**src/rtl/add_arbiter_pkg.sv**
```systemverilog
// Shared definitions for the add_arbiter slice: output-buffer state encoding,
// default sizing and a small index helper.
package add_arbiter_pkg;

  localparam int DEFAULT_BIT_WIDTH = 14;
  localparam int DEFAULT_N_REQ     = 4;

  typedef enum logic {
    EMPTY = 1'b0,
    FULL  = 1'b1
  } buf_state_e;

  // Round-robin successor of a requester index.
  function automatic int wrapInc(input int idx, input int n);
    return (idx + 1 >= n) ? 0 : idx + 1;
  endfunction

endpackage

```
**src/rtl/add_arbiter_add.sv**
```systemverilog
// Combinational adder shared by all requesters; the carry out is discarded so
// the sum wraps modulo 2^BIT_WIDTH.
module add
  import add_arbiter_pkg::*;
#(
  parameter int BIT_WIDTH = DEFAULT_BIT_WIDTH
) (
  input  logic [BIT_WIDTH-1:0] a_i,
  input  logic [BIT_WIDTH-1:0] b_i,
  output logic [BIT_WIDTH-1:0] sum_o
);

  assign sum_o = a_i + b_i;

endmodule

```
**src/rtl/add_arbiter.sv**
```systemverilog
// Round-robin arbiter time-sharing one adder among N_REQ valid/ready requesters,
// with a one-entry output buffer that can drain and refill in the same cycle.
module add_arbiter
  import add_arbiter_pkg::*;
#(
  parameter int BIT_WIDTH = DEFAULT_BIT_WIDTH,
  parameter int N_REQ     = DEFAULT_N_REQ,
  localparam int ID_W     = (N_REQ > 1) ? $clog2(N_REQ) : 1
) (
  input  logic                       clk,
  input  logic                       rst_n,
  input  logic [N_REQ-1:0]           req_valid,
  output logic [N_REQ-1:0]           req_ready,
  input  logic [N_REQ*BIT_WIDTH-1:0] req_a,
  input  logic [N_REQ*BIT_WIDTH-1:0] req_b,
  output logic                       out_valid,
  input  logic                       out_ready,
  output logic [BIT_WIDTH-1:0]       out_sum,
  output logic [ID_W-1:0]            out_id
);

  buf_state_e           state_q, state_d;
  logic [ID_W-1:0]      ptr_q, ptr_d;
  logic [ID_W-1:0]      id_q, id_d;
  logic [BIT_WIDTH-1:0] sum_q, sum_d;

  logic                 slotFree;
  logic                 found;
  logic                 accept;
  logic [ID_W-1:0]      grantIdx;
  logic [ID_W-1:0]      idx;
  int                   idxInt;
  logic [BIT_WIDTH-1:0] aSel, bSel, addSum;

  // Rotating priority search starting at ptr_q; gated by rst_n so nothing is
  // granted while the block is held in reset.
  always_comb begin
    slotFree  = rst_n && ((state_q == EMPTY) || out_ready);
    found     = 1'b0;
    grantIdx  = '0;
    idx       = '0;
    idxInt    = 0;
    req_ready = '0;
    for (int k = 0; k < N_REQ; k++) begin
      idxInt = int'(ptr_q) + k;
      if (idxInt >= N_REQ) idxInt = idxInt - N_REQ;
      idx = ID_W'(idxInt);
      if (!found && req_valid[idx]) begin
        found    = 1'b1;
        grantIdx = idx;
      end
    end
    accept = slotFree && found;
    if (accept) req_ready[grantIdx] = 1'b1;
  end

  assign aSel = req_a[int'(grantIdx)*BIT_WIDTH +: BIT_WIDTH];
  assign bSel = req_b[int'(grantIdx)*BIT_WIDTH +: BIT_WIDTH];

  add #(
    .BIT_WIDTH(BIT_WIDTH)
  ) uAdd (
    .a_i  (aSel),
    .b_i  (bSel),
    .sum_o(addSum)
  );

  always_ff @(posedge clk or negedge rst_n) begin
    if (!rst_n) begin
      state_q <= EMPTY;
      ptr_q   <= '0;
      id_q    <= '0;
      sum_q   <= '0;
    end else begin
      state_q <= state_d;
      ptr_q   <= ptr_d;
      id_q    <= id_d;
      sum_q   <= sum_d;
    end
  end

  // An accept always (re)fills the buffer, even when it is draining this cycle.
  always_comb begin
    state_d = state_q;
    if (accept) begin
      state_d = FULL;
    end else if ((state_q == FULL) && out_ready) begin
      state_d = EMPTY;
    end
    sum_d = accept ? addSum : sum_q;
    id_d  = accept ? grantIdx : id_q;
    ptr_d = accept ? ID_W'(wrapInc(int'(grantIdx), N_REQ)) : ptr_q;
  end

  always_comb begin
    out_valid = (state_q == FULL);
    out_sum   = sum_q;
    out_id    = id_q;
  end

endmodule

```
**config.mk**
```make
export PLATFORM = sky130hd
export DESIGN_NAME = add_arbiter
export DESIGN_NICKNAME = d
export VERILOG_FILES = /design/src/rtl/add_arbiter_pkg.sv /design/src/rtl/add_arbiter_add.sv /design/src/rtl/add_arbiter.sv
export SDC_FILE = /design/constraint.sdc
export NUM_CORES = 1
export LEC_CHECK = 0
export CORE_MARGIN = 1.5
export CORE_UTILIZATION = 35
export CTS_CLUSTER_DIAMETER = 60
export CTS_CLUSTER_SIZE = 10
export DETAILED_ROUTE_END_ITERATION = 10
export GPL_ROUTABILITY_DRIVEN = 0
export PLACE_DENSITY = 0.79
export SETUP_SLACK_MARGIN = 0.02
export SYNTH_ARGS = -nofsm -noshare
export SYNTH_HDL_FRONTEND = slang
export SYNTH_SLANG_ARGS = --single-unit
```
**constraint.sdc**
```tcl
create_clock -name clk -period 3.3 [get_ports clk]
set_clock_uncertainty 0.05 [all_clocks]
set_input_delay 0.66 -clock clk [delete_from_list [all_inputs] [get_ports clk]]
set_output_delay 0.66 -clock clk [all_outputs]
set_load 0.02 [all_outputs]
```
== Yosys cells after proc, flatten, opt, wreduce, memory -nomap -nowiden ==
Index checks and enable logic that the tools add are counted.

* Bits in registers: 19
* Input bits: 119
* Output and inout port bits: 21
* Word-level logic and storage cells: 66

* Add/sub/neg operators: 9
* $mul: 1
* Magnitude comparators: 11
* Shift-type cells: 2
* Mux-type cells: 26
* Bitwise gates (word level): 1
* Reductions and logical operators: 12

{| class="wikitable"
|+ Operators with widths
! operator !! count
|-
| $shiftx A56 B32 Y14 || 1
|-
| $shiftx A56 B7 Y14 || 1
|-
| $mux W2 || 9
|-
| $lt A2 B3 Y1 const B || 5
|-
| $add A14 B14 Y14 || 1
|-
| $ge A3 B3 Y1 const B || 4
|-
| $mux W1 || 11
|-
| $bmux W1 S2 || 4
|-
| $sub A2 B1 Y2 const B || 4
|-
| $logic_and A1 B1 Y1 || 7
|-
| $add A2 B1 Y3 const B || 2
|-
| $add A2 B2 Y3 const B || 2
|-
| $mul A2 B3 Y5 const B || 1
|-
| $mux W4 || 1
|-
| $ge A2 B3 Y1 const B || 1
|-
| $logic_not A1 Y1 || 3
|-
| $demux W1 S2 || 1
|-
| $ge A2 B1 Y1 const B || 1
|-
| $reduce_bool A2 Y1 || 1
|-
| $logic_or A1 B1 Y1 || 1
|-
| $not A1 Y1 || 1
|}

== Logic depth before layout (Yosys ltp) ==
* Depth in word-level cells: 19
* Gate-level depth with buffers: 17
* Gate-level depth less buffers: 15

== Modules after synthesis ==
A second synthesis with hierarchy kept.

* Cells, all modules: 449
* Area, all modules: 3382.0 µm²

{| class="wikitable"
|+ By module, submodules not included
! module !! instances !! cells an instance !! area each (µm²) !! seq. area each (µm²)
|-
| add_arbiter || 1 || 340 || 2640.0 || 475.5
|-
| add || 1 || 109 || 742.0 || 0.0
|}

== Worst setup path after synthesis ==
No wires, ideal clock.

* Path type: input port to flip-flop
* Start: in req_valid[1]
* End: reg sum_q[12] (netlist: out_sum[12])
* Library setup time: 0.132 ns
* Data arrival time: 3.689 ns
* Data required time: 3.118 ns
* Setup slack: -0.571 ns
* Stages: 15
* Path buffers: 2
* Cell sequence: nand2b_1 > a21oi_1 > nor3_2 > inv_2 > buf_2 > clkbuf_1 > a31oi_1 > ha_1 > fa_1 > a211o_1 > a2111oi_2 > o21ai_1 > a31oi_1 > xor2_1 > o21ai_1

* Longest elaborated chain between the ends: 15
* Elaborated cells on any way between the ends: 27
* Classes of those cells: add/sub (1); mul (1); shift (2); mux (16); reduce/logical (7)

{| class="wikitable"
|+ Ends and longest elaborated chain
! what !! RTL line !! source
|-
| start: declaration || add_arbiter.sv:12 || <nowiki>input logic [N_REQ-1:0] req_valid,</nowiki>
|-
| $bmux W1 S2 || add_arbiter.sv:48 || <nowiki>if (!found && req_valid[idx]) begin</nowiki>
|-
| $mux W1 (implied by the code) || add_arbiter.sv:48 ||
|-
| $mux W1 || add_arbiter.sv:48 ||
|-
| $logic_not A1 Y1 || add_arbiter.sv:48 ||
|-
| $logic_and A1 B1 Y1 || add_arbiter.sv:48 ||
|-
| $mux W1 || add_arbiter.sv:48 ||
|-
| $logic_not A1 Y1 || add_arbiter.sv:48 ||
|-
| $logic_and A1 B1 Y1 || add_arbiter.sv:48 ||
|-
| $mux W1 || add_arbiter.sv:48 ||
|-
| $logic_not A1 Y1 || add_arbiter.sv:48 ||
|-
| $logic_and A1 B1 Y1 || add_arbiter.sv:48 ||
|-
| $mux W2 || add_arbiter.sv:48 ||
|-
| $mul A2 B3 Y5 || add_arbiter.sv:57, add_arbiter.sv:58 ||
|-
| $shiftx A56 B32 Y14 / $shiftx A56 B7 Y14 (equally long branches) || add_arbiter.sv:57, add_arbiter.sv:58 ||
|-
| $add A14 B14 Y14 || add_arbiter_add.sv:13 || <nowiki>assign sum_o = a_i + b_i;</nowiki>
|-
| end signal: assignment || add_arbiter.sv:78 || <nowiki>sum_q <= sum_d;</nowiki>
|-
| end: declaration || add_arbiter.sv:25 || <nowiki>logic [BIT_WIDTH-1:0] sum_q, sum_d;</nowiki>
|}

Parallel ways exist; a longest one is shown, timed or not. The select of a mux whose other input is x is not followed.
A chain may end at the register's enable or synchronous reset.

== Final worst setup path ==
* Start: in req_valid[1]
* End: reg sum_q[8] (netlist: out_sum[8])

Same word-level chain as after synthesis.

==> qor.yml <==
outcome:
  outcome: "complete, but fails checks"
  violations: "negative setup slack"
drt:
  wl_per_cell_um: 18.3
  detail-route-antenna-nets: 0
  dr.first_iter.drc_count: 248
  drtPass1Iterations: 5
  routed_wl_mm: 11.6
  viasPerCell: 5.62
  drc: 0
  vias: 3566
placed_design:
  portBuffers: 139
  place_inst: 594
  hpwl_mm: 6.71
  post_dp_cell_area_mm2: 0.00422
timing:
  maxSlewViolCount: 0
  slew_headroom: 0.626
  setup_viol: 7
  worst_pin_slew_ps: 554
  hold_violations: 0
  finalWorstSetupSlack_ps: -451
  rsz0062_at_grt: "true"
  fin_crit_sh: 1.14
  setup_tns_ps: -2270
  fin_crit_ps: 3750
  max_freq_ghz: 0.267
finish:
  n_antenna_cell: 0
  final_cell_mix: "clkdlybuf4s50_1 (131), nand2_1 (119), buf_4 (68), dfrtp_1 (19), and3_1 (18)"
  final_nets: 695
  nFillCells: 375
  postLayoutCoreUtil: 0.802
  stdcell_count: 634
  multiInputGateArea_mm2: 0.00217
  drive_gt1_frac: 0.302
  design_area_mm2: 0.00512
  area_growth_syn_to_layout_pct: 120
  regArea_um2: 475
  final_common_cell: "clkdlybuf4s50_1"
worst_setup_path:
  start_kind: "input port"
  arrival_ps: 3840
  path_max_fanout: 8
  crit_required_ps: 3380
  critPathCaptureType: "flop"
  crit_type: "input port to flop"
floorplan:
  die-area_mm2: 0.00714
  start_util: 0.364
  std_cell_rows: 29
  core_mm2: 0.00639
  pin_count: 140
  die_w_um: 84.5
  die_h_um: 84.5
yosys:
  netlist_area_mm2: 0.00232
  synth-edff-count: 0
  async_reset_ff_frac: 1.00
  synth_cell_type_count: 43
  synth-seq-cells: 19
  synth_nets: 479
  syn-mean-instance-area_um2: 6.79
  syn_inst: 342
  yosysWarnings: 0
  ys.flop_type: "dfrtp_1"
  ys_seq_area_frac: 0.205
grt:
  grt_max_degree: 29
  grt_pass1_vias: 3429
  grt_antenna_before_repair: 0
  grt_remaining_overflow: 0
  grt_first_pass_wirelength_mm: 15.4
  grt.total_usage: 0.265
clock_tree:
  cts_sinks: 19
  cts_tree: "done"
  cts_buffers: 3
  holdBufCountCts: 0
  h-tree-depth: 1
  clkTransAtPathRegs_ps: 60
  clk_path_buf_depth: 2
  clockRootBuffer: "clkbuf_8"
  clkLatencyLatePin_ps: 250
min_path:
  holdCritPathClass: "flop to flop"
power:
  vdd_drop_max_uv: 584
  powerDensity_mw_per_mm2: 973
  total_power_mw: 4.99
  p_leak_nw: 2.25
run:
  cap_violations: 0
==> report_power, final <==
group / internal [mW] / total, mW / switching (mW)
Sequential: 0.340 / 0.401 / 0.0605
Combinational: 2.29 / 4.43 / 2.13
Clock: 0.0858 / 0.160 / 0.0738
Total: 2.72 / 4.99 / 2.27
==> logic make-up after synthesis <==
kind of cell | Yosys count | share of synthesized area
flops | 19 | 0.205
fa+ha+maj | 18 | 0.100
simple gates | 189 | 0.372
compound gates | 74 | 0.211
xor+xnor | 15 | 0.0565
buf+inv | 27 | 0.0555
==> final cells by class <==
class | count | share of cell area
timing repair inverter | 2 | 0.00342
clock buffer | 4 | 0.00879
timing repair buffer | 230 | 0.443
tap | 77 | 0.0188
inverter | 6 | 0.00928
multi-input combinational | 296 | 0.424
sequential | 19 | 0.0928
==> sequential cells by signal (all words and copies together) (netlist names) <==
register   count
out_id         2
out_valid      1
ptr_q          2
out_sum       14
==> worst paths after layout <==
check | start | to | slack (ps) | cells past startpoint
min in group asynchronous | rst_n | out_sum[5]$_DFFE_PN0P_ | 730 | 2
worst min-delay path | out_id[0]$_DFFE_PN0P_ | out_id[0]$_DFFE_PN0P_ | 430 | 2
worst min register to register | out_id[0]$_DFFE_PN0P_ | out_id[0]$_DFFE_PN0P_ | 430 | 2
max in group asynchronous | rst_n | out_sum[7]$_DFFE_PN0P_ | 2270 | 2
worst max-delay path | req_valid[1] | out_sum[8]$_DFFE_PN0P_ | -450 | 18
worst max register to register | ptr_q[0]$_DFFE_PN0P_ | out_sum[8]$_DFFE_PN0P_ | -390 | 15
==> timing repair <==
item                                    CTS  global route
endpoints found under the setup margin   14             9
buffers inserted                         21            13
pin swaps                                46            32
hold endpoints to repair                  0             0
gates resized for setup                  81            41
gates cloned                              5             0
==> synth_stat cells (2+ instances only) <==
cell	number	area, µm²
a211oi_2	3	37.5
a21o_1	2	15.0
a21oi_1	9	45.0
a31oi_1	27	169
and2_1	5	31.3
and3_1	27	169
buf_2	10	50.1
clkbuf_1	9	33.8
dfrtp_1	19	475
ha_1	17	213
inv_1	4	15.0
nand2_1	128	480
nand2b_1	4	25.0
nand3_1	2	10.0
nor2_1	9	33.8
nor2b_1	4	25.0
nor4_1	3	18.8
o211ai_1	3	22.5
o21a_1	3	22.5
o21ai_0	16	80.1
o21ai_1	2	10.0
o21bai_1	2	15.0
xnor2_1	9	78.8
xor2_1	6	52.6
==> layer usage <==
| layer | up-vias | wire length, µm | track usage |
|---|---|---|---|
| met5 | - | 0 | 0 |
| met3 | 75 | 947 | 0.0344 |
| li1 | 1615 | - | - |
| met2 | 257 | 5640 | 0.494 |
| met1 | 1619 | 4330 | 0.306 |
| met4 | 0 | 720 | 0.104 |
==> stage by stage <==
stage                     setup WS, ps  hold slack, ps
after floorplan                   -309             314
after global routing              -530             463
after detailed placement         -1010             417
after global placement            -900             412
final                             -451             434
after CTS                         -266             434
==> critical path, cell delays in order <==
cell and delay (ps):
buf_6 90, nand2b_4 130, a21oi_2 110, o32a_4 370, buf_12 160, clkinv_8 60
nand2_2 70, and3_4 190, a31oi_4 60, buf_6 150, fa_2 350, a211o_1 320
a2111oi_4 430, buf_4 180, nor3b_1 40, nor2_1 160, xor2_1 180, o21ai_1 90
Note: power is estimated with default switching activity, not from simulation.
